===== src/rtl/axis_tx_pkg.sv =====
// axis_tx_pkg: shared state encoding, mode constants and clog2 helper for axis_frame_tx.
package axis_tx_pkg;

    typedef enum logic [1:0] {
        IDLE = 2'd0,
        SEND = 2'd1,
        GAP  = 2'd2,
        HOLD = 2'd3
    } state_t;

    localparam logic MODE_ONESHOT = 1'b0;
    localparam logic MODE_CONT    = 1'b1;

    function automatic int clog2(input int n);
        int r;
        r = 0;
        while ((1 << r) < n) r++;
        return r;
    endfunction

endpackage


===== src/rtl/frame_word_sel.sv =====
// frame_word_sel: payload register bank captured at frame start, with a word mux on the selected index.
module frame_word_sel #(
    parameter int DATA_W  = 16,
    parameter int N_WORDS = 3,
    parameter int SEL_W   = 2
) (
    input  logic                        clk,
    input  logic                        reset_n,
    input  logic                        i_load,
    input  logic [N_WORDS*DATA_W-1:0]   i_payload,
    input  logic [SEL_W-1:0]            i_sel,
    output logic [DATA_W-1:0]           o_word
);

    logic [N_WORDS*DATA_W-1:0] r_bank;

    always_ff @(posedge clk) begin
        if (!reset_n) r_bank <= '0;
        else if (i_load) r_bank <= i_payload;
    end

    always_comb begin
        o_word = '0;
        for (int i = 0; i < N_WORDS; i++)
            if (i_sel == SEL_W'(i)) o_word = r_bank[i*DATA_W +: DATA_W];
    end

endmodule


===== src/rtl/axis_frame_tx.sv =====
// axis_frame_tx: AXI4-Stream frame transmitter with clamped length, partial final keep,
// one-shot/continuous modes, optional inter-frame gap and a completed-frame counter.
module axis_frame_tx
    import axis_tx_pkg::*;
#(
    parameter int DATA_W     = 16,
    parameter int N_WORDS    = 3,
    parameter int GAP_CYCLES = 0,
    parameter int CNT_W      = 16,
    localparam int KEEP_W    = DATA_W / 8,
    localparam int LEN_W     = clog2(N_WORDS + 1)
) (
    input  logic                        clk,
    input  logic                        reset_n,
    input  logic                        en,
    input  logic                        mode,
    input  logic [LEN_W-1:0]            frame_len,
    input  logic [KEEP_W-1:0]           last_keep,
    input  logic [N_WORDS*DATA_W-1:0]   payload,
    output logic [DATA_W-1:0]           m_tdata,
    output logic                        m_tvalid,
    input  logic                        m_tready,
    output logic                        m_tlast,
    output logic [KEEP_W-1:0]           m_tkeep,
    output logic                        busy,
    output logic                        frame_done,
    output logic [CNT_W-1:0]            frame_cnt
);

    localparam logic [LEN_W-1:0] NW       = LEN_W'(N_WORDS);
    localparam int               GW       = GAP_CYCLES > 1 ? clog2(GAP_CYCLES) : 1;
    localparam logic [GW-1:0]    GAP_LAST = GW'(GAP_CYCLES > 0 ? GAP_CYCLES - 1 : 0);

    state_t              r_state;
    logic                r_busy, r_tvalid, r_tlast, r_done, r_mode;
    logic [DATA_W-1:0]   r_tdata;
    logic [KEEP_W-1:0]   r_tkeep, r_keep;
    logic [CNT_W-1:0]    r_cnt;
    logic [LEN_W-1:0]    r_idx, r_len;
    logic [GW-1:0]       r_gap;

    logic                w_xfer, w_cap, w_nlast;
    logic [LEN_W-1:0]    w_len, w_nidx;
    logic [KEEP_W-1:0]   w_keep;
    logic [DATA_W-1:0]   w_word;

    assign w_xfer  = r_tvalid & m_tready;
    assign w_len   = (frame_len == '0 || frame_len > NW) ? NW : frame_len;
    assign w_keep  = (last_keep == '0) ? '1 : last_keep;
    assign w_nidx  = r_idx + 1'b1;
    assign w_nlast = (w_nidx == r_len - 1'b1);
    // Capture points: idle start, end of gap, and back-to-back restart on the final beat.
    assign w_cap   = en && (r_state == IDLE || (r_state == GAP && r_gap == GAP_LAST) ||
                            (w_xfer && r_tlast && r_mode == MODE_CONT && GAP_CYCLES == 0));

    frame_word_sel #(
        .DATA_W  (DATA_W),
        .N_WORDS (N_WORDS),
        .SEL_W   (LEN_W)
    ) u_sel (
        .clk       (clk),
        .reset_n   (reset_n),
        .i_load    (w_cap),
        .i_payload (payload),
        .i_sel     (w_nidx),
        .o_word    (w_word)
    );

    always_ff @(posedge clk) begin
        if (!reset_n) begin
            r_state  <= IDLE;
            r_busy   <= 1'b0;
            r_tvalid <= 1'b0;
            r_tdata  <= '0;
            r_tlast  <= 1'b0;
            r_tkeep  <= '0;
            r_done   <= 1'b0;
            r_cnt    <= '0;
            r_idx    <= '0;
            r_len    <= '0;
            r_keep   <= '0;
            r_mode   <= MODE_ONESHOT;
            r_gap    <= '0;
        end else begin
            r_done <= w_xfer && r_tlast;
            if (w_xfer && r_tlast) r_cnt <= r_cnt + 1'b1;
            if (w_cap) begin
                r_len    <= w_len;
                r_keep   <= w_keep;
                r_mode   <= mode;
                r_idx    <= '0;
                r_tdata  <= payload[DATA_W-1:0];
                r_tvalid <= 1'b1;
                r_tlast  <= (w_len == LEN_W'(1));
                r_tkeep  <= (w_len == LEN_W'(1)) ? w_keep : '1;
                r_state  <= SEND;
                r_busy   <= 1'b1;
            end else begin
                case (r_state)
                    SEND: if (w_xfer) begin
                        if (r_tlast) begin
                            r_tvalid <= 1'b0;
                            r_tdata  <= '0;
                            r_tlast  <= 1'b0;
                            r_tkeep  <= '0;
                            r_gap    <= '0;
                            r_state  <= !en ? IDLE : (r_mode == MODE_CONT ? GAP : HOLD);
                            r_busy   <= en;
                        end else begin
                            r_idx   <= w_nidx;
                            r_tdata <= w_word;
                            r_tlast <= w_nlast;
                            r_tkeep <= w_nlast ? r_keep : '1;
                        end
                    end
                    GAP: if (r_gap == GAP_LAST) begin
                        r_state <= IDLE;
                        r_busy  <= 1'b0;
                    end else begin
                        r_gap <= r_gap + 1'b1;
                    end
                    HOLD: if (!en) begin
                        r_state <= IDLE;
                        r_busy  <= 1'b0;
                    end
                    default: ;
                endcase
            end
        end
    end

    assign m_tdata    = r_tdata;
    assign m_tvalid   = r_tvalid;
    assign m_tlast    = r_tlast;
    assign m_tkeep    = r_tkeep;
    assign busy       = r_busy;
    assign frame_done = r_done;
    assign frame_cnt  = r_cnt;

endmodule


===== config.mk =====
export PLATFORM = sky130hd
export DESIGN_NAME = axis_frame_tx
export DESIGN_NICKNAME = d
export VERILOG_FILES = /design/src/rtl/axis_tx_pkg.sv /design/src/rtl/frame_word_sel.sv /design/src/rtl/axis_frame_tx.sv
export SDC_FILE = /design/constraint.sdc
export NUM_CORES = 1
export LEC_CHECK = 0
export ABC_AREA = 1
export CORE_MARGIN = 5
export CORE_UTILIZATION = 47
export CTS_CLUSTER_SIZE = 20
export DETAILED_ROUTE_END_ITERATION = 6
export DONT_BUFFER_PORTS = 1
export GPL_TIMING_DRIVEN = 0
export PLACE_DENSITY = 0.67
export SLEW_MARGIN = 20
export SYNTH_ARGS = -nofsm -noshare
export SYNTH_HDL_FRONTEND = slang
export SYNTH_SLANG_ARGS = --single-unit

===== constraint.sdc =====
create_clock -name clk -period 1.7 [get_ports clk]
set_input_delay 0.255 -clock clk [delete_from_list [all_inputs] [get_ports clk]]
set_output_delay 0.255 -clock clk [all_outputs]
set_load 0.005 [all_outputs]

==> run_results.csv, run 1 <==
group,metric,value,unit
timing,relSlewSlack,59.2,%
timing,tightest_slew,612,ps
timing,min_period,1650,ps
layout,drive_gt1_share,9.48,%
power,leakagePower,1.90,nW
timing,setup_slack,45.0,ps
floorplanning,start_util,48.3,%
route,ant_nets,0,
cts,clkLatencyLatePin,370,ps
yosys,synth_edf_count,0,
floorplanning,rows,34,
timing,maxSlewViolCount,0,
setup_path,worst_ep_arrival_time,1920,ps
grt,grt_pass1_vias,3909,
route,wl_per_cell,17.0,µm
setup_path,worstPathRequired,1960,ps
power,powerDensity,1030,nW/µm²
yosys,synthCells,593,
floorplanning,fp.dieW,105,µm
floorplanning,die_area,11000,µm²
timing,clock.fmax,604,MHz
setup_path,critPathLaunchType,"register",
grt,grt_pass1_wl,19400,µm
layout,nets,669,
grt,grt.total_usage,22.0,%
cts,cts.sinks,95,
cts,cts_tree,"built",
cts,cts_buffers,9,
place,globalplace.congestion,0.884,
yosys,synth_seq_area_share,45.2,%
yosys,synthArstFlopShare,0,%
timing,clock_skew,12.5,ps
setup_path,path_max_fanout,8,
place,hpwl,9030,µm
layout,final_area,4670,µm²
layout,antennaDiodeCount,0,
grt,gr-total-overflow,0,
cts,postCtsHoldBufs,0,
layout,syn2layout_area_growth,10.8,%
timing,whs,24.6,ps
floorplanning,die_h,105,µm
setup_path,end_kind,"register",
cts,root_buffer,"clkbuf_8",
layout,final_core_util,53.5,%
grt,antenna_found_initial,0,
timing,setup_violations,0,
yosys,syn_nets,654,
floorplanning,core_area,8720,µm²
yosys,synth_cell_types,30,
place,dp_slack,-138,ps
yosys,yosysWarningCount,0,
yosys,synth_area,4210,µm²
route,drt_iter0_drc,237,
power,ir_drop,0.000487,V
worst_hold_path,hp-class,"in -> reg",
yosys,synth-seq-cells,95,
setup_path,path_class,"reg -> reg",
flow_run,cap_viol_max_count,0,
floorplanning,pin_count,95,
yosys,synth_area_per_cell,7.10,µm²
yosys,ys.flop_type,"dfxtp_1",
timing,finalHoldViolCount,0,
route,num_vias,3982,
timing,rsz0062_at_grt,"yes",
place,place_area,4350,µm²
route,via_per_inst,5.53,
route,dr.pass1.iters,5,
cts,htree_levels,3,
cts,clk_pin_slew,100,ps
grt,grt_max_degree,15,
outcome,outcome,"finished, final reports clean",
route,wirelength,12300,µm
timing,period_share,97.4,%
route,route.detailed.drc,0,
cts,clockBufferDepth,2,
place,port_buffers,0,
worst max-delay path, stage by stage, from the launching register on:
cell and delay [ps]:
dfxtp_1 340, inv_1 80, ha_1 160, buf_6 140, clkinvlp_4 160, o21ai_0 320, o22ai_1 120, nand2_1 70
nand3_1 60, nand2_1 60, inv_1 40
kinds of logic (layout without fill, tap and decap cells):
logic type	Yosys count	after routing	synth area share, %
compound gates	135	135	16.8
xor+xnor	2	2	0.416
fa+ha+maj	4	4	1.19
buf+inv	86	105	8.62
flops	95	95	45.2
simple gates	271	271	27.8
registers in the layout (all words and copies together) (netlist names):
signal	count
m_tdata	16
r_keep	2
r_len	2
m_tvalid	1
busy	1
frame_cnt	16
m_tkeep	2
u_sel.r_bank	48
r_mode	1
m_tlast	1
frame_done	1
r_state	2
r_idx	2
final cells by class:
| type | instances | area (µm²) |
|---|---|---|
| Buffer | 33 | 191 |
| Clock buffer | 12 | 155 |
| Clock inverter | 3 | 90.1 |
| Fill cell | 885 | 4060 |
| Inverter | 52 | 201 |
| Multi-Input combinational cell | 412 | 1950 |
| Sequential cell | 95 | 1910 |
| Tap cell | 108 | 135 |
| Timing Repair Buffer | 5 | 35.0 |
per-stage QoR:
step | total power (W) | TNS, ps | instances
after floorplan | 0.00286 | 0 | 593
after global placement | 0.00300 | -1140 | 701
after detailed placement | 0.00302 | -1700 | 701
after CTS | 0.00481 | 0 | 716
after global routing | 0.00501 | -15.7 | 720
final | 0.00480 | 0 | 720
power breakdown:
part / internal, W / leakage [nW] / switching [W]
registers: 0.00237 / 0.782 / 0.0000893
logic: 0.000184 / 0.998 / 0.000347
clock network: 0.00105 / 0.123 / 0.000766
total: 0.00360 / 1.90 / 0.00120
layer usage:
metal | vias to the layer above | track usage, % | share of wire [%]
met5 | - | 0 | 0
met4 | 0 | 10.3 | 3.4
met3 | 29 | 6.47 | 8.7
met2 | 147 | 36.2 | 46
met1 | 1821 | 26.4 | 41
li1 | 1985 | - | -
repair_timing:
action | in CTS | in global routing
cloned | 0 | 1
resized for setup | 10 | 16
buffers inserted | 0 | 4
setup endpoints to repair | 34 | 52
final timing paths:
path / startpoint / endpoint / slack [ps] / depth (start not counted)
setup / recovery: r_idx[1] / m_tdata[2] / 50 / 10
hold / removal: frame_len[0] / r_len[0] / 20 / 2
setup reg to reg: r_idx[1] / m_tdata[2] / 50 / 10
hold reg to reg: u_sel.r_bank[35] / u_sel.r_bank[35] / 460 / 2
cell usage in the layout (no fill, tap or decap), types with 5 or more instances in the layout:
cell type and instances:
o22ai_1 9, inv_1 48, o21ai_0 46, clkbuf_1 14
nand3_1 63, nor2_1 67, nand4_1 6, nand2_1 115
buf_6 6, nor3_1 6, o21ai_1 5, dfxtp_1 92
a21oi_1 63, a31oi_1 8, buf_2 10, clkbuf_8 11
cells in the mapped netlist, types with 2 or more instances:
| master | instances | area share, % |
|---|---|---|
| clkbuf_1 | 19 | 1.7 |
| nor3_1 | 6 | 0.71 |
| o21a_1 | 2 | 0.36 |
| nand2_4 | 2 | 0.53 |
| nor2_2 | 2 | 0.30 |
| o21ai_0 | 50 | 5.9 |
| nand4_1 | 6 | 0.89 |
| dfxtp_1 | 95 | 45 |
| a21oi_1 | 63 | 7.5 |
| inv_2 | 2 | 0.18 |
| nor2_1 | 67 | 6.0 |
| o22ai_1 | 9 | 1.3 |
| nand2_2 | 2 | 0.30 |
| nand3_1 | 63 | 7.5 |
| a31oi_1 | 8 | 1.2 |
| o211ai_1 | 2 | 0.36 |
| buf_2 | 11 | 1.3 |
| or2_2 | 4 | 0.59 |
| nand2_1 | 115 | 10 |
| inv_1 | 50 | 4.5 |
| ha_1 | 4 | 1.2 |
| buf_6 | 3 | 0.80 |
No activity file was read; power rests on OpenSTA's default activity.
==> run 2: changes to the inputs <==
CORE_MARGIN = 3   (was 5)
CORE_UTILIZATION = 50   (was 47)
PLACE_DENSITY = 0.7   (was 0.67)
==> run 2 against run 1 <==
Compared with the run above:
- largest cell class unchanged
- routed wire length decreased by 4.8%
- fmax increased by 5.7%
- clock skew grew 0.89 ps
- critical path type unchanged
==> run_results.csv, run 2 (same netlist as run 1, synthesis figures left out) <==
group,metric,value,unit
setup_path,end_kind,"register",
power,ir_drop,0.000457,V
setup_path,cp_slowest_stage_delay,360,ps
floorplanning,fp.dieW,97.8,µm
grt,grt.total_usage,24.2,%
timing,min_period,1570,ps
cts,root_buffer,"clkbuf_8",
power,pwr-share-clk,33.1,%
setup_path,path_cells,"inv_1 > ha_1 > inv_1 > buf_2 > o21ai_0 > o22ai_1 > nand2_1 > nand3_1 > nand2_1 > inv_1",
floorplanning,die_h,97.8,µm
setup_path,worstPathRequired,2010,ps
timing,relSlewSlack,56.7,%
layout,syn2layout_area_growth,8.65,%
layout,max_flop_register,"u_sel.r_bank",
setup_path,path_max_fanout,10,
power,p_int,0.00322,W
cts,clk_pin_slew,90,ps
setup_path,path_class,"reg -> reg",
grt,antenna_found_initial,0,
route,ant_nets,0,
floorplanning,rows,32,
place,globalplace.congestion,0.873,
place,port_buffers,0,
cts,postCtsHoldBufs,0,
layout,final_cell_mix,"nand2_1 (115), dfxtp_1 (92), nor2_1 (67)",
timing,rsz0062_at_grt,"no",
setup_path,slowest_stage,"dfxtp_1",
place,hpwl,8660,µm
grt,grt_pass1_wl,18400,µm
place,place_area,4340,µm²
route,route.detailed.drc,0,
floorplanning,core_area,7970,µm²
cts,cts_tree,"built",
timing,clock_skew,13.3,ps
power,combPwrFrac,11.8,%
timing,setup_violations,0,
layout,final_area,4580,µm²
cts,cts_buffers,9,
power,power.switching,0.00123,W
setup_path,crit_buf_inv,4,
power,powerDensity,973,nW/µm²
timing,maxSlewViolCount,0,
cts,clkLatencyLatePin,370,ps
layout,nets,666,
power,leakagePower,1.86,nW
timing,tightest_slew,650,ps
grt,grt_pass1_vias,3736,
cts,htree_levels,3,
layout,nFillCells,794,
cts,cts.sinks,95,
route,drt_iter0_drc,268,
setup_path,cpMostUsedCell,"inv_1",
grt,gr-total-overflow,0,
layout,largest_reg_flops,48,
route,via_per_inst,5.59,
worst_hold_path,hp-class,"in -> reg",
timing,period_share,92.1,%
route,wl_per_cell,16.4,µm
setup_path,worst_ep_arrival_time,1880,ps
layout,antennaDiodeCount,0,
setup_path,critPathLaunchType,"register",
outcome,outcome,"finished, final reports clean",
setup_path,crit_family,"buffers and inverters",
route,num_vias,3977,
floorplanning,die_area,9560,µm²
floorplanning,start_util,52.9,%
floorplanning,pin_count,95,
timing,finalHoldViolCount,0,
route,wirelength,11700,µm
power,seq_power_share,55.1,%
route,dr.pass1.iters,5,
layout,mostFrequentLayoutCell,"nand2_1",
flow_run,cap_viol_max_count,0,
grt,grt_max_degree,16,
power,swShare,27.7,%
timing,clock.fmax,639,MHz
layout,drive_gt1_share,9.20,%
cts,clockBufferDepth,2,
timing,fin_setup_tns,0,ps
## run 2: cell types whose count changed in the layout (fill, tap and decap cells not counted), sizes merged
| cell | change |
|---|---|
| clkbuf | -3 |
| inv | +2 |
| clkinv | +3 |
| buf | -3 |
| bufinv | -2 |
## run 2: path summary, 6_finish.rpt
kind                    startpoint               end  slack (ps)  depth (start not counted)
setup / recovery          r_idx[1]        m_tdata[3]         130                         10
hold reg to reg   u_sel.r_bank[33]  u_sel.r_bank[33]         460                          2
setup reg to reg          r_idx[1]        m_tdata[3]         130                         10
hold / removal                mode            r_mode          30                          2
## run 2: area by class of cell
cell class / count / area (µm²) / share of cell area [%]
clock inverters: 6 / 61.3 / 1.34
inverters: 52 / 198 / 4.32
flip-flops and latches: 95 / 1910 / 41.7
multi-input cells: 412 / 1950 / 42.6
well taps: 102 / 128 / 2.79
plain buffers: 33 / 191 / 4.18
clock buffers: 9 / 124 / 2.71
repair buffers: 2 / 15.0 / 0.328
## run 2: metrics by stage
stage | utilization (%) | std cells | total power (W) | setup WS (ps) | hold slack [ps]
floorplan | - | 593 | 0.00286 | 201 | 396
global placement | 54.5 | 695 | 0.00299 | -55.8 | 401
detailed placement | 54.5 | 695 | 0.00301 | -93.2 | 408
CTS | 56.9 | 710 | 0.00444 | 7.53 | 19.8
global route | 57.4 | 711 | 0.00464 | 0.919 | 32.2
finish | 57.4 | 711 | 0.00445 | 134 | 27.2
## run 2: power by group through the flow
stage / sequential [W] / combinational (W) / clock, W
floorplan: 0.00247 / 0.000385 / 0
global placement: 0.00250 / 0.000493 / 0
detailed placement: 0.00250 / 0.000508 / 0
CTS: 0.00245 / 0.000511 / 0.00148
global route: 0.00247 / 0.000599 / 0.00157
finish: 0.00245 / 0.000527 / 0.00147
## run 2: routing by layer
layer	global-route usage [%]	share of wire, %	up-vias
met5	0	0	-
li1	-	-	1981
met2	39.4	46	158
met4	6.50	0.92	0
met1	31.6	43	1827
met3	7.00	9.7	11
## run 2: worst reg2reg max path: stages, from the launching register on
cell and delay (ps):
dfxtp_1 360, inv_1 70, ha_1 240, inv_1 90
buf_2 210, o21ai_0 120, o22ai_1 150, nand2_1 90
nand3_1 80, nand2_1 50, inv_1 60
## run 2: timing repair
item | CTS | global route
resized for setup | 8 | 22
buffers inserted | 0 | 2
pin swaps | 0 | 1
endpoints found under the setup margin | 21 | 70
==> run 3: changes to the inputs <==
ABC_AREA = unset   (was 1)
SLEW_MARGIN = 10   (was 20)
==> run 3 against run 2 <==
Compared with the run above:
- non-clock buffer count rose by 11
- design area is 1.2% higher
- combinational power fell by 26%
- clock skew down 5.7 ps
- register-to-register slack worse by 90 ps
- routed wire length fell by 6.1%
- fmax down 5.3%
- area after synthesis decreased by 3.9%
- final cell count shrank 8.9%
- utilization grew 1.9 points
- die area fell by 3.6%
- critical path type unchanged
- highest routed layer unchanged
==> run_results.csv, run 3 <==
group,metric,value,unit
outcome,outcome,"finished, final reports clean",
timing,rsz0062_at_grt,"yes",
worst_hold_path,hp-class,"in -> reg",
setup_path,path_max_fanout,7,
layout,final_cell_mix,"nand2_1 (129), dfxtp_1 (86), a21oi_1 (74)",
route,num_vias,3676,
layout,largest_reg_flops,48,
layout,drive_gt1_share,12.5,%
place,globalplace.congestion,0.932,
yosys,ys.flop_type,"dfxtp_1",
route,ant_nets,0,
route,via_per_inst,5.67,
yosys,synthCells,520,
timing,clock_skew,7.67,ps
power,pwr-share-clk,39.0,%
yosys,synthTopCellsByArea,"dfxtp_1 (47%), nand2_1 (12%), a21oi_1 (9.1%)",
floorplanning,rows,32,
grt,grt.total_usage,24.2,%
place,place_area,4180,µm²
setup_path,worstPathRequired,1970,ps
cts,htree_levels,3,
power,leakagePower,1.67,nW
floorplanning,start_util,51.9,%
yosys,synthArstFlopShare,0,%
yosys,synth_cell_types,42,
yosys,synth.most_common_cell,"nand2_1",
timing,period_share,97.3,%
floorplanning,pin_count,95,
yosys,yosysWarningCount,0,
power,combPwrFrac,8.5,%
grt,grt_pass1_vias,3536,
yosys,synth-seq-cells,95,
route,dr.pass1.iters,6,
power,swShare,24.2,%
grt,grt_pass1_wl,17200,µm
timing,maxSlewViolCount,0,
layout,final_area,4630,µm²
timing,tightest_slew,619,ps
cts,cts_tree,"built",
setup_path,end_kind,"register",
cts,clk_pin_slew,90,ps
route,wl_per_cell,16.9,µm
layout,max_flop_register,"u_sel.r_bank",
timing,relSlewSlack,58.7,%
yosys,syn_nets,581,
power,powerDensity,993,nW/µm²
layout,seq_area,1920,µm²
floorplanning,die_h,96.0,µm
timing,finalHoldViolCount,0,
timing,min_period,1650,ps
cts,clkLatencyLatePin,360,ps
route,route.detailed.drc,0,
place,hpwl,8140,µm
yosys,yosys-top-cells-count,"nand2_1 (129), dfxtp_1 (95), a21oi_1 (74)",
layout,multiInputGateArea,2030,µm²
grt,antenna_found_initial,0,
layout,syn2layout_area_growth,14.4,%
yosys,synth_top_cell_area_share,47.0,%
floorplanning,fp.dieW,96.0,µm
floorplanning,core_area,7810,µm²
floorplanning,die_area,9210,µm²
flow_run,cap_viol_max_count,0,
setup_path,worst_ep_arrival_time,1920,ps
power,ir_drop,0.000535,V
timing,clock.fmax,605,MHz
timing,whs,18.9,ps
timing,setup_violations,0,
route,drt_iter0_drc,239,
route,wirelength,11000,µm
yosys,synth_area,4050,µm²
setup_path,path_class,"reg -> reg",
power,seq_power_share,52.5,%
cts,cts_buffers,9,
yosys,synth_area_per_cell,7.79,µm²
layout,nFillCells,744,
setup_path,critPathLaunchType,"register",
power,power.switching,0.00111,W
cts,clockBufferDepth,2,
timing,fin_setup_tns,0,ps
timing,setup_slack,46.2,ps
grt,gr-total-overflow,0,
layout,antennaDiodeCount,0,
yosys,synth_edf_count,0,
grt,grt_max_degree,16,
yosys,synth_seq_area_share,47.0,%
layout,nets,602,
place,port_buffers,0,
cts,cts.sinks,95,
cts,root_buffer,"clkbuf_8",
layout,mostFrequentLayoutCell,"nand2_1",
yosys,synth_top_cell_by_area,"dfxtp_1",
power,p_int,0.00349,W
place,dp_slack,-370,ps
setup_path,regToRegSetupSlack,50,ps
run 3: cell types whose count changed in the layout (fill, tap and decap cells not counted), sizes merged, moves of 11 or more:
cell	delta
nand2b	+22
nand3	-27
a21oi	+11
nor2	-59
inv	-44
clkbuf	+11
o21ai	-23
run 3: cells by family (layout without fill, tap and decap cells):
| logic type | after synthesis | count (layout) | share of synthesized area (%) |
|---|---|---|---|
| flip-flops | 95 | 95 | 47.0 |
| XOR/XNOR | 9 | 9 | 1.95 |
| buffers and inverters | 46 | 71 | 4.45 |
| AO/OA/AOI/OAI | 135 | 136 | 18.4 |
| AND/OR/NAND/NOR | 226 | 226 | 25.8 |
| multiplexers | 5 | 5 | 1.24 |
| adder cells (fa/ha/maj) | 4 | 4 | 1.24 |
run 3: critical path, cell delays in order, from the launching register on:
cell and delay, ps:
dfxtp_2 410, nand4_1 210, or4_4 500, buf_4 160, xnor2_1 120, and2_1 160
run 3: area by class of cell:
class                           instances  share of cell area (%)
Buffer                                 35                    4.03
Clock buffer                           10                    2.97
Clock inverter                          6                    2.32
Inverter                                9                   0.730
Multi-Input combinational cell        380                    43.8
Sequential cell                        95                    41.5
Tap cell                              102                    2.76
Timing Repair Buffer                   11                    1.84
run 3: power groups by stage:
stage	sequential (W)	clock, W	combinational (W)
floorplan	0.00243	0	0.000278
global placement	0.00246	0	0.000346
detailed placement	0.00246	0	0.000358
CTS	0.00241	0.00181	0.000373
global route	0.00242	0.00189	0.000446
finish	0.00241	0.00179	0.000391
run 3: worst paths after layout:
kind,start,endpoint,cells after the start
worst max register to register,frame_cnt[3],frame_cnt[8],5
worst max-delay path,frame_cnt[3],frame_cnt[8],5
worst min register to register,u_sel.r_bank[39],u_sel.r_bank[39],2
worst min-delay path,payload[34],u_sel.r_bank[34],2
run 3: per-stage QoR:
| step | cells | util [%] | total power (W) |
|---|---|---|---|
| 3_5_place_dp | 622 | 53.6 | 0.00282 |
| 6_report | 648 | 59.3 | 0.00460 |
| 2_1_floorplan | 520 | - | 0.00271 |
| 5_1_grt | 648 | 59.3 | 0.00476 |
| 4_1_cts | 644 | 58.2 | 0.00459 |
| 3_3_place_gp | 622 | 53.6 | 0.00281 |
run 3: layer usage:
layer / part of all wire, % / track usage, % / up-vias / wire, µm
li1: - / - / 1826 / -
met1: 44 / 32.1 / 1689 / 4880
met2: 45 / 37.1 / 142 / 4940
met3: 8.7 / 6.41 / 19 / 952
met4: 1.9 / 10.1 / 0 / 204
met5: 0 / 0 / - / 0
run 3: timing repair:
action / CTS / global route
hold buffers: 1 / 0
pin swaps: 5 / 5
cloned: 0 / 1
setup buffers: 6 / 4
setup endpoints to repair: 82 / 69
hold endpoints to repair: 1 / 0
gates resized for setup: 28 / 31
